--- src/rtl/sample_sched_if.sv ---
// sample_sched_if: triangle/bbox in, sample group out, halt/stall handshakes.
interface sample_sched_if #(
  parameter int SIGFIG = 24,
  parameter int VERTS  = 3,
  parameter int AXIS   = 3,
  parameter int COLORS = 3,
  parameter int SAMPS  = 4
);
  logic signed [VERTS-1:0][AXIS-1:0][SIGFIG-1:0] tri_r13s;
  logic signed [VERTS-1:0][AXIS-1:0][SIGFIG-1:0] tri_r14s;
  logic [COLORS-1:0][SIGFIG-1:0] color_r13u;
  logic [COLORS-1:0][SIGFIG-1:0] color_r14u;
  logic signed [1:0][1:0][SIGFIG-1:0] box_r13s;
  logic [SIGFIG-1:0] step_r13u;
  logic valid_tri_r13h;
  logic stall_r14h;
  logic halt_r13h;
  logic signed [1:0][SAMPS-1:0][SIGFIG-1:0] sample_r14s;
  logic [SAMPS-1:0] valid_samp_r14h;
  modport master (
    output tri_r13s, color_r13u, box_r13s, step_r13u, valid_tri_r13h, stall_r14h,
    input  halt_r13h, tri_r14s, color_r14u, sample_r14s, valid_samp_r14h
  );
  modport slave (
    input  tri_r13s, color_r13u, box_r13s, step_r13u, valid_tri_r13h, stall_r14h,
    output halt_r13h, tri_r14s, color_r14u, sample_r14s, valid_samp_r14h
  );
endinterface

--- src/rtl/sample_sched.sv ---
// sample_sched: walks a triangle's bbox in raster order, issuing SAMPS samples per cycle.
module sample_sched #(
  parameter int SIGFIG = 24,
  parameter int RADIX  = 10,
  parameter int VERTS  = 3,
  parameter int AXIS   = 3,
  parameter int COLORS = 3,
  parameter int SAMPS  = 4
) (
  input logic clk,
  input logic rst_n,
  sample_sched_if.slave s
);
  localparam int W = SIGFIG + $clog2(SAMPS) + 2;
  localparam logic [0:0] IDLE = 1'b0;
  localparam logic [0:0] RUN  = 1'b1;
  logic [0:0] state;
  logic [VERTS-1:0][AXIS-1:0][SIGFIG-1:0] tri_q;
  logic [COLORS-1:0][SIGFIG-1:0] color_q;
  logic signed [W-1:0] llx, urx, ury, step_q, cur_x, cur_y;
  logic signed [W-1:0] in_llx, in_lly, in_urx, in_ury, in_step;
  logic signed [W-1:0] lx [SAMPS+1];
  logic [SIGFIG-1:0] step_in;
  function automatic logic signed [W-1:0] sx(input logic [SIGFIG-1:0] v);
    return {{(W-SIGFIG){v[SIGFIG-1]}}, v};
  endfunction
  assign s.halt_r13h = (state == RUN) | s.stall_r14h;
  assign in_llx  = sx(s.box_r13s[0][0]);
  assign in_lly  = sx(s.box_r13s[0][1]);
  assign in_urx  = sx(s.box_r13s[1][0]);
  assign in_ury  = sx(s.box_r13s[1][1]);
  assign step_in = (s.step_r13u == '0) ? SIGFIG'(1 << RADIX) : s.step_r13u;
  assign in_step = {{(W-SIGFIG){1'b0}}, step_in};
  // lx[SAMPS] is the x of the next group on this row
  always_comb begin
    lx[0] = cur_x;
    for (int k = 1; k <= SAMPS; k++) lx[k] = lx[k-1] + step_q;
  end
  always_ff @(posedge clk or negedge rst_n) begin
    if (!rst_n) begin
      state <= IDLE;
      tri_q <= '0;
      color_q <= '0;
      llx <= '0;
      urx <= '0;
      ury <= '0;
      step_q <= '0;
      cur_x <= '0;
      cur_y <= '0;
      s.tri_r14s <= '0;
      s.color_r14u <= '0;
      s.sample_r14s <= '0;
      s.valid_samp_r14h <= '0;
    end else if (!s.stall_r14h) begin
      if (state == RUN) begin
        s.tri_r14s <= tri_q;
        s.color_r14u <= color_q;
        for (int k = 0; k < SAMPS; k++) begin
          s.sample_r14s[0][k] <= lx[k][SIGFIG-1:0];
          s.sample_r14s[1][k] <= cur_y[SIGFIG-1:0];
          s.valid_samp_r14h[k] <= (lx[k] <= urx);
        end
        if (lx[SAMPS] <= urx) cur_x <= lx[SAMPS];
        else if (cur_y + step_q <= ury) begin
          cur_x <= llx;
          cur_y <= cur_y + step_q;
        end else state <= IDLE;
      end else begin
        s.valid_samp_r14h <= '0;
        if (s.valid_tri_r13h) begin
          tri_q <= s.tri_r13s;
          color_q <= s.color_r13u;
          llx <= in_llx;
          urx <= in_urx;
          ury <= in_ury;
          step_q <= in_step;
          cur_x <= in_llx;
          cur_y <= in_lly;
          state <= (in_llx > in_urx || in_lly > in_ury) ? IDLE : RUN;
        end
      end
    end
  end
endmodule
--- src/flat_wrapper.sv ---
// flat-port wrapper written by rule: the top's interface ports become plain ports
module sample_sched_flat 
#(
  parameter int SIGFIG = 24,
  parameter int RADIX  = 10,
  parameter int VERTS  = 3,
  parameter int AXIS   = 3,
  parameter int COLORS = 3,
  parameter int SAMPS  = 4
)
  (clk, rst_n, s_tri_r13s, s_color_r13u, s_box_r13s, s_step_r13u, s_valid_tri_r13h, s_stall_r14h, s_halt_r13h, s_tri_r14s, s_color_r14u, s_sample_r14s, s_valid_samp_r14h);
  sample_sched_if #(.SIGFIG(SIGFIG), .VERTS(VERTS), .AXIS(AXIS), .COLORS(COLORS), .SAMPS(SAMPS)) s_i ();
  input logic clk;
  input logic rst_n;
  input wire logic [$bits(s_i.tri_r13s)-1:0] s_tri_r13s;
  input wire logic [$bits(s_i.color_r13u)-1:0] s_color_r13u;
  input wire logic [$bits(s_i.box_r13s)-1:0] s_box_r13s;
  input wire logic [$bits(s_i.step_r13u)-1:0] s_step_r13u;
  input wire logic [$bits(s_i.valid_tri_r13h)-1:0] s_valid_tri_r13h;
  input wire logic [$bits(s_i.stall_r14h)-1:0] s_stall_r14h;
  output wire logic [$bits(s_i.halt_r13h)-1:0] s_halt_r13h;
  output wire logic [$bits(s_i.tri_r14s)-1:0] s_tri_r14s;
  output wire logic [$bits(s_i.color_r14u)-1:0] s_color_r14u;
  output wire logic [$bits(s_i.sample_r14s)-1:0] s_sample_r14s;
  output wire logic [$bits(s_i.valid_samp_r14h)-1:0] s_valid_samp_r14h;
  assign s_i.tri_r13s = s_tri_r13s;
  assign s_i.color_r13u = s_color_r13u;
  assign s_i.box_r13s = s_box_r13s;
  assign s_i.step_r13u = s_step_r13u;
  assign s_i.valid_tri_r13h = s_valid_tri_r13h;
  assign s_i.stall_r14h = s_stall_r14h;
  assign s_halt_r13h = s_i.halt_r13h;
  assign s_tri_r14s = s_i.tri_r14s;
  assign s_color_r14u = s_i.color_r14u;
  assign s_sample_r14s = s_i.sample_r14s;
  assign s_valid_samp_r14h = s_i.valid_samp_r14h;
  sample_sched #(.SIGFIG(SIGFIG), .RADIX(RADIX), .VERTS(VERTS), .AXIS(AXIS), .COLORS(COLORS), .SAMPS(SAMPS)) u_core (.clk(clk), .rst_n(rst_n), .s(s_i));
endmodule
--- config.mk ---
export PLATFORM = sky130hd
export DESIGN_NAME = sample_sched_flat
export DESIGN_NICKNAME = d
export VERILOG_FILES = /design/src/rtl/sample_sched_if.sv /design/src/rtl/sample_sched.sv /design/src/flat_wrapper.sv
export SDC_FILE = /design/constraint.sdc
export NUM_CORES = 2
export LEC_CHECK = 0
export ABC_CLOCK_PERIOD_IN_PS = 9600
export CAP_MARGIN = 20
export CORE_AREA = 2 2 347 349
export CTS_CLUSTER_SIZE = 12
export DETAILED_ROUTE_END_ITERATION = 7
export DIE_AREA = 0 0 349 351
export PLACE_DENSITY = 0.67
export RECOVER_POWER = 25
export SLEW_MARGIN = 10
export SYNTH_ARGS = -nofsm -noshare
export SYNTH_HDL_FRONTEND = slang
export SYNTH_SLANG_ARGS = --single-unit
--- constraint.sdc ---
create_clock -name clk -period 9.6 [get_ports clk]
set_clock_uncertainty 0.1 [all_clocks]
set_input_delay 0.96 -clock clk [delete_from_list [all_inputs] [get_ports clk]]
set_output_delay 0.96 -clock clk [all_outputs]
set_load 0.005 [all_outputs]
==> out/metrics.cfg <==
[drt]
drc = 0
dr.pass1.iters = 7
wl_per_cell_um = 21.2
final_antenna_net_count = 0
drt_wl_total_um = 164000
vias = 39500
via_per_inst = 5.11
drt_iter0_markers = 3198

[die]
core_area_um2 = 119000
die_w_um = 349
start_util_pct = 37.0
rows = 127
io_pins = 897
die_area_um2 = 122000
die_h_um = 351

[timing]
tns_ns = 0
fin_crit_sh_pct = 97.7
max_freq_mhz = 107
period_needed_ns = 9.38
slew-limit-headroom_pct = -318
setup_viol = 0
worstMarginPinSlew_ns = 6.28
hold_violations = 0
slew_violations = 294

[outcome]
violations = capacitance limit, slew limit
status = complete, but fails checks

[worst_setup_path]
critPathMostFrequentCell = a21o_1
critPathMaxStageDelay_ns = 0.42
path_class = register to register
cp_slowest_cell = dfrtp_1
required_ns = 10.11
arrival_ns = 9.89
start_kind = register
endpoint_kind = register
critPathBufInv = 2
cp_max_fo = 6
crit_family = compound AO/OA/AOI/OAI gates

[clocking]
clk_latency_ns = 0.72
cts.sinks = 852
clockRootBuffer = clkbuf_16
clkTransAtPathRegs_ns = 0.07
cts_buffer_depth = 3
h-tree-depth = 3
cts_tree = done
numCtsBuffers = 96
hold_buffers = 0

[layout]
nNetsFinal = 6843
area_growth_syn_to_layout_pct = 34.0
stdcell_count = 7731
drive_gt1_share_pct = 7.12

[yosys]
yosys_register_bits = 852
syn_area_per_cell_um2 = 8.48
ys_seq_area_share_pct = 48.4
synthArstFlopShare_pct = 100
synth_cell_types = 81
ys.warnings.count = 0
syn_inst = 5196
synth_ff_type = dfrtp_1
syn_area_um2 = 44100
synth_nets = 5946
synth-edff-count = 0

[placed_design]
portBuffers = 896
hpwlAfterDp_um = 121000
dp_cells = 7515
gp_congestion = 0.969

[grt]
grt-ovfl-total = 0
grt_pass1_vias = 38500
grt_first_pass_wirelength_um = 240000
grt_start_max_net_pins = 185
antenna_found_initial = 26
grt_usage_pct = 25.8

[hold_path]
hold_path.class = register to register

[flow_run]
drv_cap = 4

==> tightest hold or removal path: stages, from the launching register on <==
cell and delay [ns]:
dfrtp_1 0.34, nand2_1 0.05, nand2_1 0.04
==> layout make-up <==
cell class | count | area [µm²]
Clock buffer | 137 | 2750
Fill cell | 11200 | 60000
Multi-Input combinational cell | 3903 | 21300
Tap cell | 1548 | 1940
Inverter | 161 | 607
Timing Repair Buffer | 1079 | 10600
Clock inverter | 34 | 503
Sequential cell | 852 | 21300
Antenna cell | 17 | 42.5
==> kinds of logic (layout without fill, tap and decap cells) <==
family | after synthesis | in the layout | synth area share (%)
xor gates and xnor gates | 109 | 109 | 2.18
adders and majority gates | 338 | 338 | 9.68
and+or+nand+nor | 2728 | 2728 | 24.5
DFF | 852 | 852 | 48.4
other | 0 | 17 | 0
muxes | 33 | 33 | 0.758
AOI/OAI and AO/OA | 695 | 695 | 10.1
buffers and inverters | 441 | 1411 | 4.40
==> per-stage QoR <==
| step | hold WS, ns | utilization (%) | cell area (µm²) | worst slack [ns] |
|---|---|---|---|---|
| 3_3_place_gp | 0.345 | 46.1 | 54900 | 0.0795 |
| 2_1_floorplan | 0.339 | - | 44100 | 0.490 |
| 4_1_cts | 0.217 | 48.9 | 58200 | 0.00366 |
| 3_5_place_dp | 0.347 | 46.1 | 54900 | -0.114 |
| 6_report | 0.334 | 49.6 | 59000 | 0.220 |
| 5_1_grt | 0.345 | 49.6 | 59000 | -0.228 |
==> sequential cells by signal (all words and copies together), names as in the netlist <==
name / count
u_core.ury: 24
u_core.cur_x: 28
u_core.urx: 24
u_core.state: 1
u_core.cur_y: 28
u_core.tri_q: 216
u_core.s.color_r14u: 72
u_core.color_q: 72
u_core.s.valid_samp_r14h: 4
u_core.s.sample_r14s: 119
u_core.llx: 24
u_core.step_q: 24
u_core.s.tri_r14s: 216
==> worst paths after layout <==
path / from / endpoint / slack, ns / cells after the start
max reg2reg: u_core.step_q[0] / u_core.cur_x[18] / 0.22 / 48
min reg2reg: u_core.tri_q[92] / u_core.s.tri_r14s[92] / 0.33 / 2
min in group asynchronous: rst_n / u_core.s.color_r14u[23] / 2.47 / 1
max: u_core.step_q[0] / u_core.cur_x[18] / 0.22 / 48
max in group asynchronous: rst_n / u_core.urx[8] / 1.75 / 3
min: u_core.tri_q[92] / u_core.s.tri_r14s[92] / 0.33 / 2
==> repair_timing <==
| item | CTS | global route |
|---|---|---|
| pin swaps | 1 | 44 |
| gates resized for setup | 8 | 106 |
| setup endpoints to repair | 50 | 58 |
| buffers inserted | 0 | 23 |
| cloned | 0 | 5 |
==> cell usage in the layout, fill, tap and decap left out, drive strengths merged, types with 40 or more instances in the layout <==
cell / synthesis / final
o21a: 40 / 40
ha: 333 / 333
buf: 83 / 175
nor2: 119 / 119
a21oi: 197 / 197
o21ai: 157 / 157
dlygate4sd3: 0 / 120
inv: 161 / 163
nand4: 51 / 51
dfrtp: 852 / 852
xnor2: 78 / 78
a21o: 142 / 142
nand2: 2383 / 2383
clkbuf: 197 / 146
clkdlybuf4s50: 0 / 775
==> routing by layer <==
layer	share of wire (%)	vias up	GRT usage, %
met5	0.086	-	0
met4	5.4	22	13.4
met3	6.9	385	5.72
met2	49	1409	43.4
met1	39	19000	30.8
li1	-	18700	-
==> cells in the mapped netlist, types with 18 or more instances <==
| master | count | area share (%) |
|---|---|---|
| a21o_1 | 141 | 2.4 |
| a21oi_1 | 196 | 2.2 |
| buf_4 | 73 | 1.2 |
| clkbuf_1 | 196 | 1.7 |
| dfrtp_1 | 852 | 48 |
| ha_1 | 333 | 9.5 |
| inv_1 | 160 | 1.4 |
| mux2i_1 | 30 | 0.68 |
| nand2_1 | 2383 | 20 |
| nand2b_1 | 18 | 0.26 |
| nand3_1 | 30 | 0.34 |
| nand4_1 | 51 | 0.72 |
| nor2_1 | 119 | 1.0 |
| nor2b_1 | 31 | 0.44 |
| nor3_1 | 21 | 0.24 |
| o21a_1 | 40 | 0.68 |
| o21ai_0 | 154 | 1.7 |
| o21bai_1 | 20 | 0.34 |
| xnor2_1 | 77 | 1.5 |
| xor2_1 | 31 | 0.62 |
Power is not shown: default switching activity piles up to over one toggle a cycle in this logic, so the estimate is an artifact.
